$ cat config.mk
export PLATFORM = sky130hd
export DESIGN_NAME = regfile_sb_flat
export DESIGN_NICKNAME = d
export VERILOG_FILES = /design/src/rtl/regfile_pkg.sv /design/src/rtl/regfile_sb_if.sv /design/src/rtl/sb_pending_counter.sv /design/src/rtl/regfile_sb.sv /design/src/flat_wrapper.sv
export SDC_FILE = /design/constraint.sdc
export NUM_CORES = 2
export LEC_CHECK = 0
export ABC_AREA = 0
export CAP_MARGIN = 30
export CORE_MARGIN = 5
export CORE_UTILIZATION = 44
export CTS_CLUSTER_SIZE = 8
export DETAILED_ROUTE_END_ITERATION = 16
export GPL_TIMING_DRIVEN = 1
export PLACE_DENSITY_LB_ADDON = 0.2
export SKIP_CTS_REPAIR_TIMING = 1
export SYNTH_ARGS = -nofsm -noshare
export SYNTH_HDL_FRONTEND = slang
export SYNTH_SLANG_ARGS = --single-unit
$ cat constraint.sdc
create_clock -name clk -period 3.6 [get_ports clk]
set_input_delay 0.36 -clock clk [delete_from_list [all_inputs] [get_ports clk]]
set_output_delay 0.36 -clock clk [all_outputs]
set_load 0.01 [all_outputs]
$ cat src/rtl/regfile_pkg.sv
// Shared constants for the integer register file and the core pipeline that uses it.
package regfile_pkg;

    localparam int XLEN_DEF = 32;
    localparam int NREG_DEF = 32;
    localparam int REG_ZERO = 0;

    function automatic int reg_aw(input int nreg);
        return (nreg > 1) ? $clog2(nreg) : 1;
    endfunction

endpackage

$ cat src/rtl/regfile_sb_if.sv
// Decode/issue/write-back bundle between the pipeline (master) and the register file (slave).
interface regfile_sb_if
    import regfile_pkg::*;
#(
    parameter int XLEN = XLEN_DEF,
    parameter int NREG = NREG_DEF,
    parameter int NRD  = 2
);
    localparam int AW = reg_aw(NREG);

    logic [NRD*AW-1:0]   rs;
    logic [NRD*XLEN-1:0] read_data;
    logic [NRD-1:0]      rs_busy;
    logic                issue_valid;
    logic [AW-1:0]       issue_rd;
    logic                issue_ready;
    logic                wb_valid;
    logic [AW-1:0]       wb_rd;
    logic [XLEN-1:0]     wb_data;
    logic                flush;
    logic                wb_underflow;

    modport master (
        output rs, issue_valid, issue_rd, wb_valid, wb_rd, wb_data, flush,
        input  read_data, rs_busy, issue_ready, wb_underflow
    );

    modport slave (
        input  rs, issue_valid, issue_rd, wb_valid, wb_rd, wb_data, flush,
        output read_data, rs_busy, issue_ready, wb_underflow
    );

endinterface

$ cat src/rtl/sb_pending_counter.sv
// Outstanding-write counter for one architectural register; callers guarantee
// inc is never asserted when full and dec never when zero.
module sb_pending_counter #(
    parameter int CNT_W = 2
) (
    input  logic             clk,
    input  logic             resetn,
    input  logic             inc,
    input  logic             dec,
    input  logic             clr,
    output logic [CNT_W-1:0] cnt,
    output logic             full,
    output logic             nonzero
);

    logic [CNT_W-1:0] cnt_q, cnt_d;

    // NOTE: every always_comb output gets a default first, so no path can infer a latch.
    always_comb begin
        cnt_d = cnt_q;
        if (clr) begin
            cnt_d = '0;
        end else if (inc && !dec) begin
            cnt_d = cnt_q + CNT_W'(1);
        end else if (dec && !inc) begin
            cnt_d = cnt_q - CNT_W'(1);
        end
    end

    // NOTE: sequential state uses non-blocking assignments only, so every flop samples pre-edge values.
    always_ff @(posedge clk) begin
        if (!resetn) begin
            cnt_q <= '0;
        end else begin
            cnt_q <= cnt_d;
        end
    end

    assign cnt     = cnt_q;
    assign full    = &cnt_q;
    assign nonzero = |cnt_q;

endmodule

$ cat src/rtl/regfile_sb.sv
// Register file with N combinational read ports, one write-back port with bypass,
// and a per-register pending-write scoreboard. r0 reads zero and is never busy.
module regfile_sb
    import regfile_pkg::*;
#(
    parameter int XLEN  = XLEN_DEF,
    parameter int NREG  = NREG_DEF,
    parameter int NRD   = 2,
    parameter int CNT_W = 2
) (
    input logic         clk,
    input logic         resetn,
    regfile_sb_if.slave bus
);

    localparam int            AW = reg_aw(NREG);
    localparam logic [AW-1:0] R0 = AW'(REG_ZERO);

    logic [XLEN-1:0]  regs_q [NREG];
    logic [XLEN-1:0]  regs_d [NREG];
    logic [CNT_W-1:0] cnt    [NREG];
    logic [NREG-1:0]  full;
    logic [NREG-1:0]  nonzero;
    logic             wb_en;
    logic             wb_underflow_q, wb_underflow_d;

    assign wb_en = bus.wb_valid && (bus.wb_rd != R0);

    // r0 has no counter: it is never full, never pending.
    assign cnt[0]     = '0;
    assign full[0]    = 1'b0;
    assign nonzero[0] = 1'b0;

    generate
        for (genvar r = 1; r < NREG; r++) begin : g_cnt
            logic inc, dec;
            assign inc = bus.issue_valid && bus.issue_ready && (bus.issue_rd == AW'(r));
            assign dec = bus.wb_valid && (bus.wb_rd == AW'(r)) && nonzero[r];

            sb_pending_counter #(.CNT_W(CNT_W)) u_cnt (
                .clk     (clk),
                .resetn  (resetn),
                .inc     (inc),
                .dec     (dec),
                .clr     (bus.flush),
                .cnt     (cnt[r]),
                .full    (full[r]),
                .nonzero (nonzero[r])
            );
        end
    endgenerate

    assign bus.issue_ready = (bus.issue_rd == R0) || !full[bus.issue_rd];

    always_comb begin
        regs_d = regs_q;
        if (wb_en) begin
            regs_d[bus.wb_rd] = bus.wb_data;
        end
    end

    always_comb begin
        wb_underflow_d = wb_underflow_q
                       | (wb_en && !nonzero[bus.wb_rd] && !bus.flush);
    end

    // NOTE: the data array is reset explicitly because software may read any register right after reset.
    always_ff @(posedge clk) begin
        if (!resetn) begin
            for (int i = 0; i < NREG; i++) begin
                regs_q[i] <= '0;
            end
            wb_underflow_q <= 1'b0;
        end else begin
            regs_q         <= regs_d;
            wb_underflow_q <= wb_underflow_d;
        end
    end

    assign bus.wb_underflow = wb_underflow_q;

    // A write-back retiring the last pending write both bypasses its data and clears busy.
    always_comb begin
        bus.read_data = '0;
        bus.rs_busy   = '0;
        for (int k = 0; k < NRD; k++) begin
            logic [AW-1:0] idx;
            logic          hit;
            idx = bus.rs[k*AW +: AW];
            hit = bus.wb_valid && (bus.wb_rd == idx);
            if (idx == R0) begin
                bus.read_data[k*XLEN +: XLEN] = '0;
            end else if (hit) begin
                bus.read_data[k*XLEN +: XLEN] = bus.wb_data;
            end else begin
                bus.read_data[k*XLEN +: XLEN] = regs_q[idx];
            end
            bus.rs_busy[k] = nonzero[idx] && !(hit && (cnt[idx] == CNT_W'(1)));
        end
    end

endmodule

$ cat src/flat_wrapper.sv
// flat-port wrapper written by rule: the top's interface ports become plain ports
module regfile_sb_flat import regfile_pkg::*;
#(
    parameter int XLEN  = XLEN_DEF,
    parameter int NREG  = NREG_DEF,
    parameter int NRD   = 2,
    parameter int CNT_W = 2
)
  (clk, resetn, bus_rs, bus_issue_valid, bus_issue_rd, bus_wb_valid, bus_wb_rd, bus_wb_data, bus_flush, bus_read_data, bus_rs_busy, bus_issue_ready, bus_wb_underflow);
  regfile_sb_if #(.XLEN(XLEN), .NREG(NREG), .NRD(NRD)) bus_i ();
  input logic clk;
  input logic resetn;
  input wire logic [$bits(bus_i.rs)-1:0] bus_rs;
  input wire logic [$bits(bus_i.issue_valid)-1:0] bus_issue_valid;
  input wire logic [$bits(bus_i.issue_rd)-1:0] bus_issue_rd;
  input wire logic [$bits(bus_i.wb_valid)-1:0] bus_wb_valid;
  input wire logic [$bits(bus_i.wb_rd)-1:0] bus_wb_rd;
  input wire logic [$bits(bus_i.wb_data)-1:0] bus_wb_data;
  input wire logic [$bits(bus_i.flush)-1:0] bus_flush;
  output wire logic [$bits(bus_i.read_data)-1:0] bus_read_data;
  output wire logic [$bits(bus_i.rs_busy)-1:0] bus_rs_busy;
  output wire logic [$bits(bus_i.issue_ready)-1:0] bus_issue_ready;
  output wire logic [$bits(bus_i.wb_underflow)-1:0] bus_wb_underflow;
  assign bus_i.rs = bus_rs;
  assign bus_i.issue_valid = bus_issue_valid;
  assign bus_i.issue_rd = bus_issue_rd;
  assign bus_i.wb_valid = bus_wb_valid;
  assign bus_i.wb_rd = bus_wb_rd;
  assign bus_i.wb_data = bus_wb_data;
  assign bus_i.flush = bus_flush;
  assign bus_read_data = bus_i.read_data;
  assign bus_rs_busy = bus_i.rs_busy;
  assign bus_issue_ready = bus_i.issue_ready;
  assign bus_wb_underflow = bus_i.wb_underflow;
  regfile_sb #(.XLEN(XLEN), .NREG(NREG), .NRD(NRD), .CNT_W(CNT_W)) u_core (.clk(clk), .resetn(resetn), .bus(bus_i));
endmodule
* Word-level counts from Yosys, hierarchy flattened
Cells that the tools add are included.
** Operators by class
- $add $sub $neg :: 62
- $mul :: 0
- Div/mod/pow operators :: 0
- Order comparisons :: 8
- Eq/ne operators :: 66
- Shift operators :: 0
- Muxes and demuxes :: 89
- Bitwise operators :: 5
- Reductions and logical operators :: 332
** Operators with widths (count)
- $bwmux W1024 :: 1
- $bmux W32 S5 :: 2
- $mux W32 :: 9
- $logic_and A1 B1 Y1 :: 166
- $demux W32 S5 :: 1
- $eq A5 B5 Y1 const B :: 32
- $mux W2 :: 66
- $eq A5 B4 Y1 const B :: 16
- $logic_not A1 Y1 :: 67
- $reduce_or A2 Y1 :: 32
- $add A2 B1 Y2 const B :: 31
- $reduce_and A2 Y1 :: 31
- $reduce_bool A2 Y1 :: 31
- $sub A2 B1 Y2 const B :: 31
- $eq A5 B3 Y1 const B :: 8
- $lt A5 B6 Y1 const B :: 4
- $bmux W1 S5 :: 4
- $bmux W2 S5 :: 2
- $eq A5 B2 Y1 const B :: 4
- $ge A6 B6 Y1 const B :: 3
- $not A5 Y6 :: 3
- $logic_not A5 Y1 :: 3
- $eq A5 B1 Y1 const B :: 2
- $eq A5 B5 Y1 :: 2
- other kinds (7) :: 11
** Storage, ports and cells
- Register bits after elaboration :: 1087
- Bits in latches :: 0
- Bits in writable memories :: 0
- ROM bits :: 0
- Output and inout port bits :: 68
- Word-level logic and storage cells :: 626
- Memories :: 0

* Longest topological paths before layout
- Depth in word-level cells :: 11
- Depth in mapped cells :: 12

* By module
A second synthesis with hierarchy kept.
** Unflattened totals
- Cells, all modules :: 6566
- Area, all modules :: 60551.8 um^2
** By module, submodules not included
- regfile_sb :: instances 1, cells each 6163, area each 57022.2 um^2, sequential area each 20519.7 um^2
- sb_pending_counter :: instances 31, cells each 13, area each 113.9 um^2, sequential area each 40.0 um^2

* Worst setup path after synthesis
Ideal clock, no wire load.
- Path kind :: input -> register
- Start point :: in bus_issue_rd[1]
- End point :: reg u_core.g_cnt[11].u_cnt.cnt_q[1]
- Setup time :: 0.070 ns
- Arrival :: 2.536 ns
- Required time :: 3.530 ns
- Setup slack :: 0.994 ns
- Stages :: 8
- Buffers on the path :: 1
- Cells stage by stage :: clkbuf_1 mux4_2 o221ai_1 nand3_1 nor2_1 ha_1 or3_1 a21oi_1
** On the way
- Longest elaborated chain between the ends :: 9
- Elaborated cells on any way between the ends :: 13
** RTL lines
- start: declaration :: line flat_wrapper.sv:15 : input wire logic [$bits(bus_i.issue_rd)-1:0] bus_issue_rd;
- $bmux W1 S5 :: line regfile_sb.sv:53 : assign bus.issue_ready = (bus.issue_rd == R0) || !full[bus.issue_rd];
- $mux W1 (not written as such) :: line regfile_sb.sv:53
- $logic_not A1 Y1 :: line regfile_sb.sv:53
- $logic_or A1 B1 Y1 :: line regfile_sb.sv:53
- $logic_and A1 B1 Y1 :: line regfile_sb.sv:37 : assign inc = bus.issue_valid && bus.issue_ready && (bus.issue_rd == AW'(r));
- $logic_and A1 B1 Y1 (*) :: line regfile_sb.sv:37
- $logic_not A1 Y1 :: line sb_pending_counter.sv:25 : end else if (dec && !inc) begin
- $logic_and A1 B1 Y1 :: line sb_pending_counter.sv:25
- $reduce_bool A2 Y1 (no line)
- end signal: assignment :: line sb_pending_counter.sv:35 : cnt_q <= cnt_d;
- end: declaration :: line sb_pending_counter.sv:16 : logic [CNT_W-1:0] cnt_q, cnt_d;
Every way passes the cells marked *; elsewhere a longest branch is shown, timed or not. The select of a mux whose other input is x is not followed.
A chain may end at the register's enable or synchronous reset.

* Worst setup path in the final report
- Start point :: in bus_rs[8]
- End point :: out bus_read_data[33]
** On the way
- Longest elaborated chain between the ends :: 6
- Elaborated cells on any way between the ends :: 9
** RTL lines
- start: declaration :: line flat_wrapper.sv:13 : input wire logic [$bits(bus_i.rs)-1:0] bus_rs;
- $not A5 Y6 (not written as such) :: line regfile_sb.sv:96 : bus.read_data[k*XLEN +: XLEN] = regs_q[idx];
- $bmux W32 S5 :: line regfile_sb.sv:96
- $mux W32 (not written as such) (2 in series) :: line regfile_sb.sv:96
- $mux W32 :: line regfile_sb.sv:93 : end else if (hit) begin
- $mux W32 (*) :: line regfile_sb.sv:91 : if (idx == R0) begin
- end: declaration :: line flat_wrapper.sv:20 : output wire logic [$bits(bus_i.read_data)-1:0] bus_read_data;
Marked as above.

==> flow_metrics.env <==
export IMPL_cts_made_buffers=154
export IMPL_finalSetupViolCount=1
export IMPL_port_buffers=124
export IMPL_violations="negative setup slack"
export IMPL_status="finished with violations"
export IMPL_synth_area_per_cell_um2=9.10
export IMPL_rsz0062_at_grt="true"
export IMPL_skew_ns=0.0179
export IMPL_irDropWorstVdd_mv=0.528
export IMPL_firstDrtPassIters=8
export IMPL_layout_drive_gt1_share_pct=20.0
export IMPL_p_total_uw=28400
export IMPL_ys_ff_latch=1087
export IMPL_ys_flop_type="dfxtp_1"
export IMPL_path_clk_slew_ns=0.05
export IMPL_met2_length_mm=111
export IMPL_highest_signal_layer="met5"
export IMPL_drc=0
export IMPL_wl_mm=257
export IMPL_worst_hold_slack_ns=0.0691
export IMPL_synthArstFlopShare_pct=0
export IMPL_wl_met1_mm=96.1
export IMPL_mostFrequentLayoutCells="nand2_1, dfxtp_1, a21boi_0, mux4_2, buf_4"
export IMPL_final_antenna_net_count=0
export IMPL_clock_latency_ns=0.80
export IMPL_fin_crit_ns=3.61
export IMPL_antenna_found_initial=9
export IMPL_vias_per_cell=6.45
export IMPL_met3_length_mm=31.8
export IMPL_dieArea_mm2=0.144
export IMPL_gp_congestion=0.916
export IMPL_fin_nets=6683
export IMPL_routedWlPerCell_um=30.5
export IMPL_io_pins=125
export IMPL_setup_ws_ns=-0.00885
export IMPL_h_tree_depth=4
export IMPL_fmax_ghz=0.277
export IMPL_drv_slew=0
export IMPL_die_w_um=379
export IMPL_ys_types=61
export IMPL_cts_tree="done"
export IMPL_synth_cells=6598
export IMPL_ys_seq_area_share_pct=36.2
export IMPL_post_route_util_pct=51.3
export IMPL_final_period_utilization_pct=100
export IMPL_grt_pass1_vias=51346
export IMPL_cp_arrival_ns=3.25
export IMPL_end_kind="output port"
export IMPL_grt_pass1_wl_mm=365
export IMPL_clock_sinks=1087
export IMPL_std_cell_rows=135
export IMPL_die_y_um=379
export IMPL_hold_viol=0
export IMPL_start_util_pct=44.3
export IMPL_dp_hpwl_mm=151
export IMPL_final_common_cell="nand2_1"
export IMPL_area_growth_pct=15.7
export IMPL_critPathKind="in2out"
export IMPL_ys_top_cells_by_area="dfxtp_1, mux4_2, nand2_1"
export IMPL_vias=54211
export IMPL_first_iter_violations=7794
export IMPL_grt_remaining_overflow=0
export IMPL_critPathMaxFanout=18
export IMPL_synth_edf_count=0
export IMPL_hp_class="in2reg"
export IMPL_synth_fp_nets=6686
export IMPL_powerDensity_mw_per_mm2=408
export IMPL_leakagePower_uw=0.0230
export IMPL_root_buffer="clkbuf_16"
export IMPL_drv_cap=0
export IMPL_final_cell_area_mm2=0.0695
export IMPL_track_usage_pct=34.9
export IMPL_yosys_area_top_type_share_pct=36.2
export IMPL_yosysWarnings=0
export IMPL_grt_max_degree=236
export IMPL_start_kind="input pin"
export IMPL_dpl_instance_area_mm2=0.0649
export IMPL_worst_slew_pin_slew_ns=1.04
export IMPL_max_slew_margin_rel_pct=30.3
export IMPL_cp_data_required_time_ns=3.24
export IMPL_ctsLongestPathBuffers=3
export IMPL_core_area_mm2=0.135
export IMPL_netlist_area_mm2=0.0600
export IMPL_synth_top_area_cell="dfxtp_1"
report_power, final:
group / total [uW] / leakage (uW) / switching (uW) / internal [uW]
logic: 2930 / 0.0122 / 1820 / 1110
registers: 12200 / 0.00878 / 67.4 / 12100
clock network: 13200 / 0.00201 / 5590 / 7640
worst max-delay path: stages:
cell,delay [ns]
clkdlybuf4s50_1,0.55
buf_4,0.23
inv_1,0.09
buf_12,0.15
and4_1,0.27
nor3_4,0.17
buf_4,0.19
buf_12,0.21
o211ai_1,0.23
nand2_1,0.22
clkdlybuf4s50_1,0.56
cells by family (layout without fill, tap and decap cells):
kind of cell	after synthesis	count (layout)	synth area share (%)
mux	623	623	22.4
fa+ha+maj	31	31	0.646
compound gates	1392	1392	16.9
flops	1087	1087	36.2
xor+xnor	72	72	1.05
simple gates	2684	2684	17.9
other cells	0	4	0
buf+inv	709	727	4.96
worst paths after layout:
check	end	slack, ns	cells after the start	from
hold / removal	u_core.regs_q[436]	0.07	2	resetn
setup / recovery	bus_read_data[33]	-0.009	11	bus_rs[8]
setup reg to reg	u_core.g_cnt[15].u_cnt.cnt[1]	0.84	10	u_core.g_cnt[13].u_cnt.cnt[0]
hold reg to reg	u_core.regs_q[279]	0.47	2	u_core.regs_q[279]
sequential cells by signal (all words and copies together) (netlist names):
| signal | flops |
|---|---|
| u_core.g_cnt.u_cnt.cnt | 62 |
| u_core.regs_q | 1024 |
| u_core.bus.wb_underflow | 1 |
metal layers:
metal	global-route usage, %	vias up
met4	19.9	8
met2	52.6	3654
met3	9.68	916
li1	-	22947
met1	45.2	26686
met5	0	-
area by class of cell:
| type | count | area (um^2) |
|---|---|---|
| Tap cell | 1781 | 2230 |
| Clock buffer | 163 | 3920 |
| Timing Repair Buffer | 528 | 5360 |
| Fill cell | 12257 | 66000 |
| Multi-Input combinational cell | 4802 | 35800 |
| Inverter | 22 | 90.1 |
| Antenna cell | 4 | 10.0 |
| Clock inverter | 14 | 190 |
| Sequential cell | 1087 | 21800 |
synth_stat cells (23+ instances only):
cell type,n
mux4_2,574
a31oi_1,52
nand3_1,37
or3_1,34
o21ai_0,90
buf_4,27
nor2b_1,37
clkbuf_2,23
ha_1,31
clkbuf_1,509
xor2_1,71
nor3_1,32
nor2_1,167
buf_2,99
nand2_1,2238
dfxtp_1,1087
a211oi_1,74
a21boi_0,994
and2_1,71
a21oi_1,59
mux2i_1,33
through the flow:
| step | setup WS [ns] | instances | setup TNS [ns] |
|---|---|---|---|
| 2_1_floorplan | 0.994 | 6598 | 0 |
| 3_3_place_gp | -0.784 | 8207 | -22.49 |
| 5_1_grt | -0.0347 | 8397 | -0.0878 |
| 3_5_place_dp | -0.637 | 8208 | -16.99 |
| 6_report | -0.00885 | 8401 | -0.00885 |
| 4_1_cts | -0.668 | 8385 | -19.28 |
Power figures use the tool's default switching activity.
